<file path="src/rtl/calc1.sv">
// Four-port integer calculator: each requester runs its own command/operand
// sequencer and gets a one-cycle registered response two edges after its command.
module calc1 (
  input  logic        c_clk,
  input  logic [1:7]  reset,
  input  logic [0:3]  req1_cmd_in,
  input  logic [0:31] req1_data_in,
  input  logic [0:3]  req2_cmd_in,
  input  logic [0:31] req2_data_in,
  input  logic [0:3]  req3_cmd_in,
  input  logic [0:31] req3_data_in,
  input  logic [0:3]  req4_cmd_in,
  input  logic [0:31] req4_data_in,
  output logic [0:31] out_data1,
  output logic [0:1]  out_resp1,
  output logic [0:31] out_data2,
  output logic [0:1]  out_resp2,
  output logic [0:31] out_data3,
  output logic [0:1]  out_resp3,
  output logic [0:31] out_data4,
  output logic [0:1]  out_resp4
);

  typedef enum logic [1:0] {ST_IDLE, ST_OP2, ST_EXEC} state_e;

  localparam logic [3:0] CMD_NOP = 4'd0;
  localparam logic [3:0] CMD_ADD = 4'd1;
  localparam logic [3:0] CMD_SUB = 4'd2;
  localparam logic [3:0] CMD_SHL = 4'd5;
  localparam logic [3:0] CMD_SHR = 4'd6;

  localparam logic [1:0] RESP_NONE = 2'd0;
  localparam logic [1:0] RESP_OK   = 2'd1;
  localparam logic [1:0] RESP_ERR  = 2'd2;

  logic        rst;
  logic [3:0]  cmd_in   [4];
  logic [31:0] data_in  [4];
  logic [31:0] data_out [4];
  logic [1:0]  resp_out [4];

  assign rst = |reset;

  assign cmd_in[0]  = req1_cmd_in;
  assign cmd_in[1]  = req2_cmd_in;
  assign cmd_in[2]  = req3_cmd_in;
  assign cmd_in[3]  = req4_cmd_in;
  assign data_in[0] = req1_data_in;
  assign data_in[1] = req2_data_in;
  assign data_in[2] = req3_data_in;
  assign data_in[3] = req4_data_in;

  assign out_data1 = data_out[0];
  assign out_resp1 = resp_out[0];
  assign out_data2 = data_out[1];
  assign out_resp2 = resp_out[1];
  assign out_data3 = data_out[2];
  assign out_resp3 = resp_out[2];
  assign out_data4 = data_out[3];
  assign out_resp4 = resp_out[3];

  // Request protocol: a nonzero cmd with op1 is taken whenever the port is in
  // IDLE or EXEC; the bus always carries op2 on the very next cycle (cmd ignored
  // then); the response is a single-cycle pulse, there is no backpressure.
  for (genvar p = 0; p < 4; p++) begin : g_port
    state_e      state_q, state_d;
    logic [3:0]  cmd_q, cmd_d;
    logic [31:0] op1_q, op1_d;
    logic [31:0] op2_q, op2_d;
    logic [31:0] data_q, data_d;
    logic [1:0]  resp_q, resp_d;
    logic [32:0] sum;
    logic [31:0] exec_data;
    logic [1:0]  exec_resp;

    always_comb begin
      sum       = {1'b0, op1_q} + {1'b0, op2_q};
      exec_data = '0;
      exec_resp = RESP_ERR;
      case (cmd_q)
        CMD_ADD: if (!sum[32]) begin
          exec_resp = RESP_OK;
          exec_data = sum[31:0];
        end
        CMD_SUB: if (op2_q <= op1_q) begin
          exec_resp = RESP_OK;
          exec_data = op1_q - op2_q;
        end
        CMD_SHL: begin
          exec_resp = RESP_OK;
          exec_data = op1_q << op2_q[4:0];
        end
        CMD_SHR: begin
          exec_resp = RESP_OK;
          exec_data = op1_q >> op2_q[4:0];
        end
        default: ;
      endcase
    end

    always_comb begin
      state_d = state_q;
      cmd_d   = cmd_q;
      op1_d   = op1_q;
      op2_d   = op2_q;
      resp_d  = RESP_NONE;
      data_d  = '0;
      case (state_q)
        ST_IDLE: if (cmd_in[p] != CMD_NOP) begin
          cmd_d   = cmd_in[p];
          op1_d   = data_in[p];
          state_d = ST_OP2;
        end
        ST_OP2: begin
          op2_d   = data_in[p];
          state_d = ST_EXEC;
        end
        ST_EXEC: begin
          resp_d = exec_resp;
          data_d = exec_data;
          // Accepting here is what lets a port sustain one op every two cycles.
          if (cmd_in[p] != CMD_NOP) begin
            cmd_d   = cmd_in[p];
            op1_d   = data_in[p];
            state_d = ST_OP2;
          end else begin
            state_d = ST_IDLE;
          end
        end
        default: state_d = ST_IDLE;
      endcase
    end

    always_ff @(posedge c_clk or posedge rst) begin
      if (rst) begin
        state_q <= ST_IDLE;
        cmd_q   <= '0;
        op1_q   <= '0;
        op2_q   <= '0;
        resp_q  <= RESP_NONE;
        data_q  <= '0;
      end else begin
        state_q <= state_d;
        cmd_q   <= cmd_d;
        op1_q   <= op1_d;
        op2_q   <= op2_d;
        resp_q  <= resp_d;
        data_q  <= data_d;
      end
    end

    assign data_out[p] = data_q;
    assign resp_out[p] = resp_q;
  end

endmodule

</file>
<file path="config.mk">
export PLATFORM = sky130hd
export DESIGN_NAME = calc1
export DESIGN_NICKNAME = d
export VERILOG_FILES = /design/src/rtl/calc1.sv
export SDC_FILE = /design/constraint.sdc
export NUM_CORES = 2
export LEC_CHECK = 0
export CORE_MARGIN = 2
export CORE_UTILIZATION = 50
export CTS_CLUSTER_DIAMETER = 40
export DETAILED_ROUTE_END_ITERATION = 10
export PLACE_DENSITY_LB_ADDON = 0.2
export SETUP_SLACK_MARGIN = 0.2
export SLEW_MARGIN = 20
export SYNTH_ARGS = -nofsm -noshare
export SYNTH_HDL_FRONTEND = slang
export SYNTH_SLANG_ARGS = --single-unit
</file>
<file path="constraint.sdc">
create_clock -name c_clk -period 68 [get_ports c_clk]
set_input_delay 6.8 -clock c_clk [delete_from_list [all_inputs] [get_ports c_clk]]
set_output_delay 6.8 -clock c_clk [all_outputs]
set_load 0.01 [all_outputs]
</file>
* Yosys cells after proc, flatten, opt, wreduce, memory -nomap -nowiden
Index checks and enable logic that the tools add are counted.
** Storage, ports and cells
- Register bits :: 416
- Bits in latches :: 0
- RAM bits :: 0
- ROM bits :: 0
- Bits of input ports :: 152
- Logic and storage cells :: 137
- Memories kept :: 0
** Cells by class
- Add/subtract/negate cells :: 8
- Multipliers :: 0
- Divide/modulo/power cells :: 0
- Magnitude comparators :: 4
- Equal/unequal tests :: 28
- Shift operators :: 8
- Mux-type cells :: 44
- Bitwise gates (word level) :: 0
- Reductions and logical operators :: 21
** Operator list (number)
- $pmux 32 s4 :: 4
- $mux 32 :: 12
- $add 32x32->33 :: 4
- $le 32x32->1 :: 4
- $shl 32x5->32 :: 4
- $shr 32x5->32 :: 4
- $sub 32x32->32 :: 4
- $pmux 2 s3 :: 8
- $eq 4x3->1 const B :: 8
- $mux 2 :: 16
- $eq 4x1->1 const B :: 4
- $eq 4x2->1 const B :: 4
- $reduce_bool 4->1 :: 4
- $reduce_or 2->1 :: 8
- $eq 2x1->1 const B :: 4
- $eq 2x2->1 const B :: 4
- $logic_not 2->1 :: 4
- $ne 2x2->1 const B :: 4
- $reduce_and 2->1 :: 4
- $reduce_or 7->1 :: 1
- $mux 1 :: 4

* Depth between registers and ports, before layout
- Depth after elaboration :: 4
- Mapped depth :: 18

* Least setup slack after synthesis
OpenSTA, ideal clock, no wires.
- Kind :: input port to flip-flop
- Start point :: input port req2_cmd_in[2] (netlist bit)
- End point :: register g_port[1].cmd_q[3]
- Setup time :: 125 ps
- Data arrival time :: 8012 ps
- Required time :: 67875 ps
- Slack :: 59863 ps
- Cell stages on the path :: 4
- Path buffers :: 1
- Cells stage by stage :: nor4_1 -> nor2_1 -> clkbuf_1 -> mux2_2
** Between the ends
- Cells in the longest elaborated chain, start to end :: 2
** RTL lines
- from (decl) :: line 8 : input logic [0:3] req2_cmd_in,
- $reduce_bool 4->1 :: line 109, 122
- $reduce_and 2->1 (no line)
- to (signal assigned) :: line 144 : cmd_q <= cmd_d;
- to (decl) :: line 67 : logic [3:0] cmd_q, cmd_d;
No other way between the ends.
A chain may end at the register's enable or synchronous reset.

==> results.py <==
metrics = {
    "run_status": {
        "status": "completed",
    },
    "cells_and_area": {
        "stdcell_count": 6611,
        "antenna_cells": 0,
        "stdcell_area_um2": 48490,
        "drive_above_1_share_pct": 10.96,
        "areaGrowthSynthToFinish_pct": 13.77,
        "final_nets": 5829,
        "post-route-util_pct": 57.12,
    },
    "yosys": {
        "synth-edff-count": 0,
        "seq_area_frac_synth_pct": 24.43,
        "yosys_warnings": 0,
        "synth.top_cells.by_area": "dfrtp_1 (24%), ha_1 (7.6%), a21oi_1 (6.3%)",
        "syn-num-nets": 5783,
        "synthArstFlopShare_pct": 100.0,
        "synth_top_area_share_pct": 24.43,
        "yosysTopAreaCell": "dfrtp_1",
        "yosys_most_used_dff": "dfrtp_1",
        "synth_common_cells": "nor2_1 (595), a21oi_1 (539), nand2_1 (423)",
        "yosysMostFrequentCell": "nor2_1",
        "syn_avg_cell_area_um2": 7.947,
        "synth_area_um2": 42620,
        "synth_cell_types": 103,
        "netlist_instances": 5363,
        "synth-seq-cells": 416,
    },
    "setup_path": {
        "crit_buf_inv": 4,
        "worstReg2RegEnd": "out_data2[19]$_DFF_PP0_",
        "path_cells": "clkdlybuf4s50_1 > or4_1 > nor4_2 > buf_12 > buf_4 > buf_4",
        "start_kind": "primary input",
        "ff2ff_setup_slack_ns": 62.57,
        "critPathMaxStageDelay_ns": 0.80,
        "critPathTopFamily": "buffers and inverters",
        "crit_fanout": 149,
        "endpoint_kind": "async pin",
        "r2r_cells": 14,
        "crit_type": "primary input to async pin",
        "crit_top_cell": "buf_4",
        "r2r_start": "g_port[1].op2_q[0]$_DFFE_PP0N_",
        "arrival_ns": 10.29,
        "startpoint": "reset[5]",
        "critical_path_depth": 6,
        "cp_slowest_cell": "buf_4",
        "critPathRequiredTime_ns": 68.66,
    },
    "drt": {
        "antenna_left": 0,
        "dr.pass1.iters": 8,
        "drt_iter0_drc": 4845,
        "via_per_inst": 6.529,
        "wire_per_inst_um": 23.84,
        "vias": 43160,
        "routed_wl_um": 157600,
        "post-route-drc-count": 0,
    },
    "sta": {
        "setup_tns_ns": 0,
        "fin_crit_ns": 9.629,
        "worst_hold_slack_ns": 0.5336,
        "final.setup.worst_slack_ns": 58.37,
        "worst_pin_slew_ns": 1.146,
        "setup_violations": 0,
        "max-slew-margin-rel_pct": 23.33,
        "period_share_pct": 14.16,
        "skew_ns": 0.02518,
        "drv_slew": 0,
        "rsz0062_at_grt": "false",
        "hold_viol": 0,
        "timing.fmax_mhz": 103.9,
    },
    "min_path": {
        "min_to": "g_port[2].op2_q[5]$_DFFE_PP0N_",
        "hold_start": "g_port[2].op2_q[5]$_DFFE_PP0N_",
        "hold_depth": 1,
        "hold_class": "flip-flop to flip-flop",
    },
    "place": {
        "place_congestion": 0.9983,
        "placed_cells": 6480,
        "place_area_um2": 46010,
        "dp_hpwl_um": 118000,
        "portBuffers": 287,
        "dpl_worst_slack_ns": 57.54,
    },
    "clocking": {
        "numCtsBuffers": 70,
        "cts.sinks": 416,
        "cts_tree": "built",
        "post_cts.repair.setup_buffers": 0,
        "clock_path_buffers": 3,
        "htreeDepth": 3,
        "cts_resized": 0,
        "clk_pin_slew_ns": 0.05,
        "insertion_delay_ns": 0.65,
        "clock-root-buffer": "clkbuf_16",
        "hold_buffers": 0,
    },
    "global_routing": {
        "grt_pass1_wl_um": 240900,
        "grt_max_degree": 150,
        "first_global_vias": 39780,
        "track_usage_pct": 35.07,
        "overflow": 0,
        "antenna_found_initial": 5,
    },
    "floorplanning": {
        "die_w_um": 296.0,
        "start_util_pct": 50.21,
        "rows": 107,
        "core_um2": 84880,
        "die_y_um": 296.0,
        "die-area_um2": 87590,
        "num_io_pins": 288,
    },
    "power_and_ir_drop": {
        "power.total_mw": 2.599,
        "p_leak_nw": 20.37,
        "power_density_nw_per_um2": 53.60,
        "vdd_drop_max_v": 0.00003310,
    },
    "flow_run": {
        "drv_cap": 0,
    },
}
-- layout by cell type (no fill, tap or decap), types with 64 or more instances in the layout --
master and instances:
a211oi_1 76, a21o_1 64, a21oi_1 539, a31oi_1 73, clkbuf_16 70, clkdlybuf4s50_1 287, dfrtp_1 402, ha_1 260
inv_1 277, mux2_2 238, mux2i_1 217, mux4_2 79, nand2_1 423, nand2b_1 85, nand3_1 81, nor2_1 589
nor3_1 101, o211ai_1 67, o21ai_0 405, o21bai_1 72, o22ai_1 129, xnor2_1 94
-- layout make-up --
type | count | area (um^2)
Clock inverter | 49 | 590.6
Multi-Input combinational cell | 4280 | 29700
Inverter | 294 | 1104
Timing Repair Buffer | 347 | 3361
Tap cell | 1144 | 1431
Clock buffer | 81 | 1863
Sequential cell | 416 | 10440
Fill cell | 8029 | 36390
-- worst register-to-register path, stage by stage (launching register included) --
cell and delay, ns:
dfrtp_2 0.33, buf_4 0.60, ha_1 0.31, inv_1 0.06, fa_1 0.41, nor2_1 0.19
o221ai_1 0.23, a21oi_1 0.30, o31ai_1 0.14, buf_4 0.17, o41ai_1 0.61, a31o_2 0.61
o221ai_1 0.23, a2111oi_0 0.98, nor2_1 0.09
-- state kept, by name, indices dropped and copies added, names as in the netlist --
| name | count |
|---|---|
| g_port.state_q | 8 |
| g_port.op2_q | 128 |
| out_resp3 | 2 |
| g_port.op1_q | 128 |
| g_port.cmd_q | 16 |
| out_resp4 | 2 |
| out_data1 | 32 |
| out_resp1 | 2 |
| out_data4 | 32 |
| out_data2 | 32 |
| out_data3 | 32 |
| out_resp2 | 2 |
-- cells by family (layout without fill, tap and decap cells) --
logic type / Yosys count / after routing / synth area share [%]
compound gates: 1828 / 1828 / 27.26
simple gates: 1547 / 1547 / 16.47
buf+inv: 667 / 771 / 6.159
mux: 534 / 534 / 15.56
flops: 416 / 416 / 24.43
fa+ha+maj: 268 / 268 / 8.009
xor+xnor: 103 / 103 / 2.117
-- routing by layer --
layer,share of wire (%),up-vias,track usage [%]
met4,3.4,6,11.25
li1,-,19820,-
met3,9.5,334,5.778
met2,43,2284,53.37
met5,0.025,-,0
met1,44,20710,50.58
-- how the worst max path moves through the flow --
stage                                                 end  slack (ns)
after floorplan            g_port[0].cmd_q[0]$_DFFE_PP0P_        3.46
after global placement    g_port[1].op1_q[28]$_DFFE_PP0P_       57.56
after detailed placement  g_port[1].op1_q[29]$_DFFE_PP0P_       57.54
after CTS                 g_port[0].op1_q[31]$_DFFE_PP0P_       58.25
after global routing      g_port[0].op1_q[31]$_DFFE_PP0P_       57.87
final                     g_port[0].op1_q[31]$_DFFE_PP0P_       58.37
-- power breakdown --
group / internal (mW) / total, mW / switching, mW
Sequential: 0.319 / 0.429 / 0.110
Clock: 0.226 / 0.368 / 0.142
Combinational: 0.672 / 1.80 / 1.13
Total: 1.22 / 2.60 / 1.38
Note: power is estimated with default switching activity, not from simulation.
